`src/rtl/morse_tx_if.sv`:
```
// morse_tx_if: letter request / key-output bundle for the morse_tx keyer.
// master drives Start/Letter and observes the key status; slave is the keyer.
interface morse_tx_if;
  logic       Start;
  logic [4:0] Letter;
  logic       Ready;
  logic       Busy;
  logic       DotDashOut;
  logic       NewBitOut;
  logic       Done;
  logic       Error;

  modport master (
    output Start, Letter,
    input  Ready, Busy, DotDashOut, NewBitOut, Done, Error
  );

  modport slave (
    input  Start, Letter,
    output Ready, Busy, DotDashOut, NewBitOut, Done, Error
  );
endinterface

```
`src/rtl/morse_tx.sv`:
```
// morse_tx: parametrised Morse keyer for letters A-Z.
// Optional letter queue: define MORSE_FIFO_EN to enable a FIFO_DEPTH-entry
// queue so letters can be requested while another is being keyed.
module morse_tx #(
  parameter int CLOCK_FREQUENCY = 100,
  parameter int UNIT_DIV        = 2,
  parameter int LETTER_GAP      = 3,
  parameter int FIFO_DEPTH      = 4
) (
  input  logic        ClockIn,
  input  logic        Reset,
  morse_tx_if.slave   bus
);

  localparam int UNIT_CYCLES = CLOCK_FREQUENCY / UNIT_DIV;
  localparam int CNT_W       = (UNIT_CYCLES > 1) ? $clog2(UNIT_CYCLES) : 1;
  localparam logic [CNT_W-1:0] CNT_TOP = CNT_W'(UNIT_CYCLES - 1);
  // Gap length needs 3 bits since LETTER_GAP may be up to 7 units.
  localparam logic [2:0] GAP_TOP = 3'(LETTER_GAP - 1);

  if ((CLOCK_FREQUENCY % UNIT_DIV) != 0 || UNIT_CYCLES < 2) begin : g_bad_unit
    $error("morse_tx: CLOCK_FREQUENCY/UNIT_DIV must be an integer >= 2");
  end
  if (LETTER_GAP < 1 || LETTER_GAP > 7) begin : g_bad_gap
    $error("morse_tx: LETTER_GAP must be in 1..7");
  end
  if (FIFO_DEPTH < 2 || (FIFO_DEPTH & (FIFO_DEPTH - 1)) != 0) begin : g_bad_depth
    $error("morse_tx: FIFO_DEPTH must be a power of 2 and >= 2");
  end

  typedef enum logic [1:0] {IDLE, MARK, SPACE, GAP} state_t;

  state_t             state_q, state_d;
  logic [CNT_W-1:0]   cnt_q, cnt_d;
  logic [2:0]         units_q, units_d;
  logic [3:0]         pat_q, pat_d;
  logic [1:0]         rem_q, rem_d;
  logic               dot_q, err_q;
  logic               load, avail, ready, letter_ok, unit_end;
  logic [4:0]         sel_letter;
  logic [5:0]         rom_out;

  // ROM entry: {index of last element, pattern MSB-first with 1 = dash}.
  function automatic logic [5:0] letter_rom(input logic [4:0] l);
    case (l)
      5'd0:  letter_rom = {2'd1, 4'b0100}; // A .-
      5'd1:  letter_rom = {2'd3, 4'b1000}; // B -...
      5'd2:  letter_rom = {2'd3, 4'b1010}; // C -.-.
      5'd3:  letter_rom = {2'd2, 4'b1000}; // D -..
      5'd4:  letter_rom = {2'd0, 4'b0000}; // E .
      5'd5:  letter_rom = {2'd3, 4'b0010}; // F ..-.
      5'd6:  letter_rom = {2'd2, 4'b1100}; // G --.
      5'd7:  letter_rom = {2'd3, 4'b0000}; // H ....
      5'd8:  letter_rom = {2'd1, 4'b0000}; // I ..
      5'd9:  letter_rom = {2'd3, 4'b0111}; // J .---
      5'd10: letter_rom = {2'd2, 4'b1010}; // K -.-
      5'd11: letter_rom = {2'd3, 4'b0100}; // L .-..
      5'd12: letter_rom = {2'd1, 4'b1100}; // M --
      5'd13: letter_rom = {2'd1, 4'b1000}; // N -.
      5'd14: letter_rom = {2'd2, 4'b1110}; // O ---
      5'd15: letter_rom = {2'd3, 4'b0110}; // P .--.
      5'd16: letter_rom = {2'd3, 4'b1101}; // Q --.-
      5'd17: letter_rom = {2'd2, 4'b0100}; // R .-.
      5'd18: letter_rom = {2'd2, 4'b0000}; // S ...
      5'd19: letter_rom = {2'd0, 4'b1000}; // T -
      5'd20: letter_rom = {2'd2, 4'b0010}; // U ..-
      5'd21: letter_rom = {2'd3, 4'b0001}; // V ...-
      5'd22: letter_rom = {2'd2, 4'b0110}; // W .--
      5'd23: letter_rom = {2'd3, 4'b1001}; // X -..-
      5'd24: letter_rom = {2'd3, 4'b1011}; // Y -.--
      5'd25: letter_rom = {2'd3, 4'b1100}; // Z --..
      default: letter_rom = '0;
    endcase
  endfunction

  assign letter_ok = (bus.Letter < 5'd26);
  assign rom_out   = letter_rom(sel_letter);
  assign unit_end  = (cnt_q == '0);

`ifdef MORSE_FIFO_EN
  localparam int AW = $clog2(FIFO_DEPTH);

  logic [4:0]    fifo_mem [FIFO_DEPTH];
  logic [AW-1:0] wr_ptr, rd_ptr;
  logic [AW:0]   count;
  logic          full, empty, push, fifo_wr, fifo_rd;

  assign full  = (count == (AW+1)'(FIFO_DEPTH));
  assign empty = (count == '0);
  assign ready = ~full;
  assign push  = bus.Start & ~full & letter_ok;
  assign avail = ~empty | push;
  // An empty queue is bypassed so a lone letter starts keying the next cycle.
  assign sel_letter = empty ? bus.Letter : fifo_mem[rd_ptr];
  assign fifo_wr = push & ~(load & empty);
  assign fifo_rd = load & ~empty;

  // Queue pointers and occupancy.
  always_ff @(posedge ClockIn) begin
    if (Reset) begin
      wr_ptr <= '0;
      rd_ptr <= '0;
      count  <= '0;
    end else begin
      if (fifo_wr) wr_ptr <= wr_ptr + 1'b1;
      if (fifo_rd) rd_ptr <= rd_ptr + 1'b1;
      count <= count + (AW+1)'(fifo_wr) - (AW+1)'(fifo_rd);
    end
  end

  // Queue storage.
  always_ff @(posedge ClockIn) begin
    if (fifo_wr) fifo_mem[wr_ptr] <= bus.Letter;
  end
`else
  assign ready      = (state_q == IDLE);
  assign avail      = bus.Start & ready & letter_ok;
  assign sel_letter = bus.Letter;
`endif

  // Next-state, unit timing and element sequencing.
  always_comb begin
    state_d = state_q;
    cnt_d   = cnt_q;
    units_d = units_q;
    pat_d   = pat_q;
    rem_d   = rem_q;
    load    = 1'b0;
    if (state_q != IDLE) cnt_d = unit_end ? CNT_TOP : cnt_q - 1'b1;
    case (state_q)
      IDLE: begin
        if (avail) load = 1'b1;
      end
      MARK: begin
        if (unit_end) begin
          if (units_q != '0) begin
            units_d = units_q - 1'b1;
          end else if (rem_q != '0) begin
            state_d = SPACE;
            units_d = '0;
          end else begin
            state_d = GAP;
            units_d = GAP_TOP;
          end
        end
      end
      SPACE: begin
        if (unit_end) begin
          state_d = MARK;
          pat_d   = {pat_q[2:0], 1'b0};
          rem_d   = rem_q - 1'b1;
          units_d = pat_q[2] ? 3'd2 : 3'd0;
        end
      end
      GAP: begin
        if (unit_end) begin
          if (units_q != '0) begin
            units_d = units_q - 1'b1;
          end else if (avail) begin
            load = 1'b1;
          end else begin
            state_d = IDLE;
            cnt_d   = '0;
          end
        end
      end
      default: state_d = IDLE;
    endcase
    if (load) begin
      state_d = MARK;
      cnt_d   = CNT_TOP;
      pat_d   = rom_out[3:0];
      rem_d   = rom_out[5:4];
      units_d = rom_out[3] ? 3'd2 : 3'd0;
    end
  end

  // State, counters, registered key line and error strobe.
  always_ff @(posedge ClockIn) begin
    if (Reset) begin
      state_q <= IDLE;
      cnt_q   <= '0;
      units_q <= '0;
      pat_q   <= '0;
      rem_q   <= '0;
      dot_q   <= 1'b0;
      err_q   <= 1'b0;
    end else begin
      state_q <= state_d;
      cnt_q   <= cnt_d;
      units_q <= units_d;
      pat_q   <= pat_d;
      rem_q   <= rem_d;
      dot_q   <= (state_d == MARK);
      err_q   <= bus.Start & ready & ~letter_ok;
    end
  end

  assign bus.Ready      = ready;
  assign bus.Busy       = (state_q != IDLE);
  assign bus.DotDashOut = dot_q;
  assign bus.NewBitOut  = (state_q != IDLE) && (cnt_q == CNT_TOP);
  assign bus.Done       = (state_q == GAP) && (units_q == '0) && unit_end;
  assign bus.Error      = err_q;

endmodule

```
`src/flat_wrapper.sv`:
```
// flat-port wrapper written by rule: the top's interface ports become plain ports
module morse_tx_flat 
#(
  parameter int CLOCK_FREQUENCY = 100,
  parameter int UNIT_DIV        = 2,
  parameter int LETTER_GAP      = 3,
  parameter int FIFO_DEPTH      = 4
)
  (ClockIn, Reset, bus_Start, bus_Letter, bus_Ready, bus_Busy, bus_DotDashOut, bus_NewBitOut, bus_Done, bus_Error);
  morse_tx_if bus_i ();
  input  logic ClockIn;
  input  logic Reset;
  input wire logic [$bits(bus_i.Start)-1:0] bus_Start;
  input wire logic [$bits(bus_i.Letter)-1:0] bus_Letter;
  output wire logic [$bits(bus_i.Ready)-1:0] bus_Ready;
  output wire logic [$bits(bus_i.Busy)-1:0] bus_Busy;
  output wire logic [$bits(bus_i.DotDashOut)-1:0] bus_DotDashOut;
  output wire logic [$bits(bus_i.NewBitOut)-1:0] bus_NewBitOut;
  output wire logic [$bits(bus_i.Done)-1:0] bus_Done;
  output wire logic [$bits(bus_i.Error)-1:0] bus_Error;
  assign bus_i.Start = bus_Start;
  assign bus_i.Letter = bus_Letter;
  assign bus_Ready = bus_i.Ready;
  assign bus_Busy = bus_i.Busy;
  assign bus_DotDashOut = bus_i.DotDashOut;
  assign bus_NewBitOut = bus_i.NewBitOut;
  assign bus_Done = bus_i.Done;
  assign bus_Error = bus_i.Error;
  morse_tx #(.CLOCK_FREQUENCY(CLOCK_FREQUENCY), .UNIT_DIV(UNIT_DIV), .LETTER_GAP(LETTER_GAP), .FIFO_DEPTH(FIFO_DEPTH)) u_core (.ClockIn(ClockIn), .Reset(Reset), .bus(bus_i));
endmodule
```
`config.mk`:
```
export PLATFORM = sky130hd
export DESIGN_NAME = morse_tx_flat
export DESIGN_NICKNAME = d
export VERILOG_FILES = /design/src/rtl/morse_tx_if.sv /design/src/rtl/morse_tx.sv /design/src/flat_wrapper.sv
export SDC_FILE = /design/constraint.sdc
export NUM_CORES = 1
export LEC_CHECK = 0
export ABC_AREA = 1
export BUFFER_PORTS_ARGS = -buffer_cell sky130_fd_sc_hd__buf_4
export CORE_AREA = 2 2 75 77
export DETAILED_ROUTE_END_ITERATION = 8
export DIE_AREA = 0 0 77 79
export SYNTH_ARGS = -nofsm -noshare
export SYNTH_HDL_FRONTEND = slang
export SYNTH_SLANG_ARGS = --single-unit
```
`constraint.sdc`:
```
create_clock -name ClockIn -period 3.3 [get_ports ClockIn]
set_input_delay 0.165 -clock ClockIn [delete_from_list [all_inputs] [get_ports ClockIn]]
set_output_delay 0.165 -clock ClockIn [all_outputs]
set_load 0.1 [all_outputs]
```
== Yosys cells after proc, flatten, opt, wreduce, memory -nomap -nowiden ==
Memories as Yosys holds them, arrays and structs flattened.
Cells that the tools add are included.

* Output and inout bits: 6
* Memories: 1
* Bits in registers: 18
* Bits in read-only memories: 192
* Bits of input ports: 8

{| class="wikitable"
|+ Memories
! memory !! depth !! width !! rd ports !! clocked after Yosys merged registers in !! wr ports !! RTL line !! RTL
|-
| (name not given) || 32 || 6 || 1 || 0 || 0 || morse_tx.sv:45 || <nowiki>case (l)</nowiki>
|}

* $lt $le $gt $ge: 1
* Add/sub/neg operators: 3
* Reductions and logical operators: 15
* Multiplexer cells: 36
* Equal/unequal tests: 9
* Bitwise gates (word level): 4

{| class="wikitable"
|+ Operators by type and width
! cell !! count
|-
| 6-bit two-way mux || 7
|-
| 3-bit two-way mux || 9
|-
| 2-bit two-way mux || 13
|-
| 3-bit by 1-bit inequality test with 1-bit output, second input constant || 4
|-
| 3-bit case mux with 3 select lines || 1
|-
| 2-bit nonzero test || 4
|-
| 6-bit == test, second input constant || 1
|-
| 6-bit logical NOT || 1
|-
| 2-bit case mux with 3 select lines || 1
|-
| 6-bit by 1-bit subtractor with 6-bit output, second input constant || 1
|-
| 5-bit less-than comparator, second input constant || 1
|-
| 5-bit AND reduction || 1
|-
| 2-bit by 1-bit == test with 1-bit output, second input constant || 2
|-
| 2-bit == test, second input constant || 2
|-
| 1-bit two-way mux || 4
|-
| 4-bit nonzero test || 1
|-
| 1-bit bitwise AND || 3
|-
| 1-bit logical AND || 3
|-
| 3-bit logical NOT || 1
|-
| 3-bit nonzero test || 1
|-
| 3-bit by 1-bit subtractor with 3-bit output, second input constant || 1
|-
| 2-bit logical NOT || 1
|-
| 1-bit case mux with 2 select lines || 1
|-
| 2-bit AND reduction || 1
|-
| 3 further kinds || 3
|}

== Logic depth before layout (Yosys ltp) ==
* Word-level depth: 9
* Gate-level depth with buffers: 14
* Mapped depth without buffers: 14

== Least setup slack after synthesis ==
Ideal clock, no wire load.

* Kind: reg-to-reg
* From: register u_core.state_q[0]
* To: register u_core.cnt_q[5]
* Arrival: 2818 ps
* Stages on the path, launching flop included: 11
* Clock period less this slack: 2887 ps
* Path buffers: 0
* Slack: 413 ps
* Setup time: 70 ps
* Cells stage by stage: dfxtp_1 > inv_1 > ha_1 > inv_1 > nand3_1 > nor2_1 > nand2_1 > a21oi_1 > o21ai_0 > nand2_1 > a21oi_1

* Cells in the longest elaborated chain, start to end: 8
* Elaborated cells between the ends (all ways): 15
* Those cells by class: eq/ne (1); mux (10); bitwise (2); reduce/logical (2)

{| class="wikitable"
|+ RTL lines
! element !! RTL line !! RTL
|-
| start, declared || morse_tx.sv:33 || <nowiki>state_t state_q, state_d;</nowiki>
|-
| start signal, assigned || morse_tx.sv:189 || <nowiki>state_q <= state_d;</nowiki>
|-
| 2-bit logical NOT (*) || morse_tx.sv:116 || <nowiki>assign ready = (state_q == IDLE);</nowiki>
|-
| net bus_Ready || flat_wrapper.sv:15 || <nowiki>output wire logic [$bits(bus_i.Ready)-1:0] bus_Ready;</nowiki>
|-
| 1-bit bitwise AND (2 in a row) || morse_tx.sv:117 || <nowiki>assign avail = bus.Start & ready & letter_ok;</nowiki>
|-
| 1-bit two-way mux or 6-bit two-way mux (tied branches) || morse_tx.sv:132, morse_tx.sv:159 ||
|-
| 1-bit two-way mux or 6-bit two-way mux (tied branches) || morse_tx.sv:157 || <nowiki>if (units_q != '0) begin</nowiki>
|-
| 1-bit two-way mux or 6-bit two-way mux (tied branches) || morse_tx.sv:156 || <nowiki>if (unit_end) begin</nowiki>
|-
| 1-bit case mux with 2 select lines or 6-bit two-way mux (tied branches) || morse_tx.sv:130 || <nowiki>case (state_q)</nowiki>
|-
| 6-bit two-way mux (*) || morse_tx.sv:169 || <nowiki>if (load) begin</nowiki>
|-
| end signal, assigned || morse_tx.sv:190 || <nowiki>cnt_q <= cnt_d;</nowiki>
|-
| end, declared || morse_tx.sv:34 || <nowiki>logic [CNT_W-1:0] cnt_q, cnt_d;</nowiki>
|}

The timed path passes the listed nets; every way through them passes the cells marked *.
A chain may end at the register's enable or synchronous reset.

== Final worst setup path ==
* From: register u_core.units_q[0]
* To: output port bus_Done

* Cells in the longest elaborated chain, start to end: 3

{| class="wikitable"
|+ RTL lines
! element !! RTL line !! RTL
|-
| start, declared || morse_tx.sv:35 || <nowiki>logic [2:0] units_q, units_d;</nowiki>
|-
| start signal, assigned || morse_tx.sv:191 || <nowiki>units_q <= units_d;</nowiki>
|-
| 3-bit logical NOT || morse_tx.sv:203 || <nowiki>assign bus.Done = (state_q == GAP) && (units_q == '0) && unit_end;</nowiki>
|-
| 1-bit logical AND (2 in a row) || morse_tx.sv:203 ||
|-
| end, declared || flat_wrapper.sv:19 || <nowiki>output wire logic [$bits(bus_i.Done)-1:0] bus_Done;</nowiki>
|}

Every way passes these cells.

==> results.cfg <==
[timing]
tightest_slew_ns = 0.348
maxSlewHeadroom = 0.768
setup_viol = 0
slew_viol_final = 0
fin_ws_ns = 1.37
finalCritPeriodShare = 0.586
final.min_clock_period_ns = 1.93
rsz0062_at_grt = false
skew_ns = 0.00369
max_freq_mhz = 517
hold_violations = 0
tns_ns = 0

[setup_path]
reg2reg_slack_ns = 1.41
critPathRequiredTime_ns = 3.13
path_class = reg2out
crit_fanout = 4
r2r_end = u_core.rem_q[1]$_SDFFE_PP0P_
timing.critical_path.to = bus_Done
endpoint_kind = output pin
r2r_start = u_core.state_q[0]$_SDFF_PP0_
cp-startpoint = u_core.units_q[0]$_SDFFE_PP0P_
crit_arrival_ns = 1.77
crit_chain = inv_1 > ha_1 > ha_1 > inv_1 > nor3_2 > buf_4
cp_slowest_cell = buf_4
reg2reg_depth = 8
startpoint_type = flop
slowest_delay_ns = 0.33

[route]
drtIter0Drc = 68
ant_nets = 0
viasPerCell = 4.68
vias = 1408
wl_per_cell_um = 10.6
drc = 0
drt-total-wl_um = 3180
dr.pass1.iters = 4

[pwr]
internal-power_mw = 0.460
p_per_area_nw_per_um2 = 446
switchingPower_mw = 0.313
cellLeakagePower_nw = 0.807
sw_frac_of_total = 0.405
ir_drop_mv = 0.152
clockPowerShare = 0.239
p_comb_frac = 0.419
pwr-share-seq = 0.343

[global_route]
grt_pass1_wl_um = 5380
grtUsageTotal = 0.107
overflow = 0
grt_pass1_vias = 1231
grt_max_degree = 18
antenna_found_initial = 0

[cts]
cts.sinks = 18
cts_setup_buffers = 0
clkLatencyLatePin_ns = 0.26
htree_levels = 1
cts_tree = yes
path_clk_slew_ns = 0.07
cts_hold_buf = 0
post_cts_resized = 0
clock_path_buffers = 2
cts_buffers = 3
root_buffer = clkbuf_8

[placed_design]
gp_congestion = 0.852
dp_slack_ns = 1.48
dp_cells = 297
hpwl_um = 2500
placed_cell_area_sq_um = 1670
port_buffers = 13

[finish]
final_cells = 301
diodes = 0
synthToLayoutAreaGrowth_pct = 14.0
final_cell_area_sq_um = 1730
fin_nets = 257
drive_gt1_frac = 0.153

[floorplan]
row_count = 27
pin_count = 14
floorplan.die.width_um = 77
core-area_sq_um = 5340
initial_core_util = 0.284
dieArea_sq_um = 6080
die_h_um = 79

[synthesis]
synth_edf_count = 0
synth_fp_nets = 242
synth.avg_cell_area_sq_um = 7.05
synthesis.yosys.warnings = 0
async_flop_share = 0
synthFlopType = dfxtp_1
netlist_area_sq_um = 1520
synth_seq_cells = 18
syn-instance-count = 215
ys_seq_area_frac = 0.238
ys_types = 32

[run_status]
status = finished, final reports clean

[hold_path]
hp-class = in2reg

[job]
drv_cap = 0
[layer usage]
metal / wire [um] / GRT usage
met1: 1610 / 0.142
met2: 1420 / 0.176
met3: 105 / 0.0182
met4: 41 / 0.0393
met5: 0 / 0
[through the flow]
stage / hold slack (ns) / util / power [mW]
final: 0.128 / 0.324 / 0.772
after global routing: 0.124 / 0.324 / 0.829
after CTS: 0.122 / 0.324 / 0.779
after detailed placement: 0.399 / 0.314 / 0.591
after global placement: 0.399 / 0.314 / 0.591
after floorplan: 0.234 / - / 0.529
[layout by cell type, fill, tap and decap left out, types with 4 or more instances in the layout]
master / n
inv_1: 30
o21ai_0: 16
dfxtp_1: 18
a21oi_1: 19
nand3_1: 16
ha_1: 19
o211ai_1: 5
a211oi_1: 4
buf_4: 13
nor2_1: 14
nand2_1: 40
nor3_1: 5
clkbuf_8: 4
[synthesized netlist by cell type (2+ instances only)]
cell	number	area share
a211oi_1	4	0.020
a21oi_1	19	0.063
buf_6	2	0.015
dfxtp_1	18	0.24
ha_1	19	0.16
inv_1	30	0.074
nand2_1	40	0.099
nand2_2	3	0.012
nand3_1	16	0.053
nand3_2	2	0.013
nand4_1	2	0.0082
nor2_1	14	0.035
nor2_2	2	0.0082
nor3_1	5	0.016
o211ai_1	5	0.025
o21ai_0	16	0.053
o21ai_2	2	0.012
xor2_1	2	0.012
[worst min path at each step]
stage / from / cells after the start / to / slack (ns)
after global placement: Reset / 2 / u_core.cnt_q[0]$_SDFF_PP0_ / 0.40
final: Reset / 2 / u_core.pat_q[0]$_SDFFE_PP0P_ / 0.13
after detailed placement: Reset / 2 / u_core.cnt_q[0]$_SDFF_PP0_ / 0.40
after floorplan: Reset / 1 / u_core.cnt_q[0]$_SDFF_PP0_ / 0.23
after global routing: Reset / 2 / u_core.cnt_q[4]$_SDFF_PP0_ / 0.12
after CTS: Reset / 2 / u_core.pat_q[0]$_SDFFE_PP0P_ / 0.12
[critical path, delay by kind of cell, from the launching register on]
family | cells | cell delay [ns]
adders and majority gates | 2 | 0.41
buffers and inverters | 3 | 0.52
DFF | 1 | 0.31
and+or+nand+nor | 1 | 0.25
[area by class of cell]
type | count | area, sq um
flip-flops and latches | 18 | 360
inverters | 32 | 128
well taps | 72 | 90.1
multi-input cells | 162 | 998
clock buffers | 4 | 55.1
repair buffers | 13 | 97.6
fillers | 603 | 3610
[cell families after synthesis]
kind of cell	after synthesis	share of synthesized area
flip-flops	18	0.238
AND/OR/NAND/NOR	90	0.290
AO/OA/AOI/OAI	50	0.194
XOR/XNOR	3	0.0173
adder cells (fa/ha/maj)	19	0.157
buffers and inverters	35	0.104
[power groups by stage]
stage,Combinational (mW),Clock [mW],Sequential [mW]
5_1_grt,0.360,0.201,0.269
3_3_place_gp,0.322,0,0.269
4_1_cts,0.323,0.191,0.264
2_1_floorplan,0.250,0,0.279
3_5_place_dp,0.322,0,0.269
6_report,0.323,0.184,0.264
[registers in the layout, summed over array words and instances (netlist names)]
signal	flops
u_core.pat_q	3
u_core.bus.Error	1
u_core.bus.DotDashOut	1
u_core.cnt_q	6
u_core.state_q	2
u_core.rem_q	2
u_core.units_q	3
(Power assumes the default switching activity.)
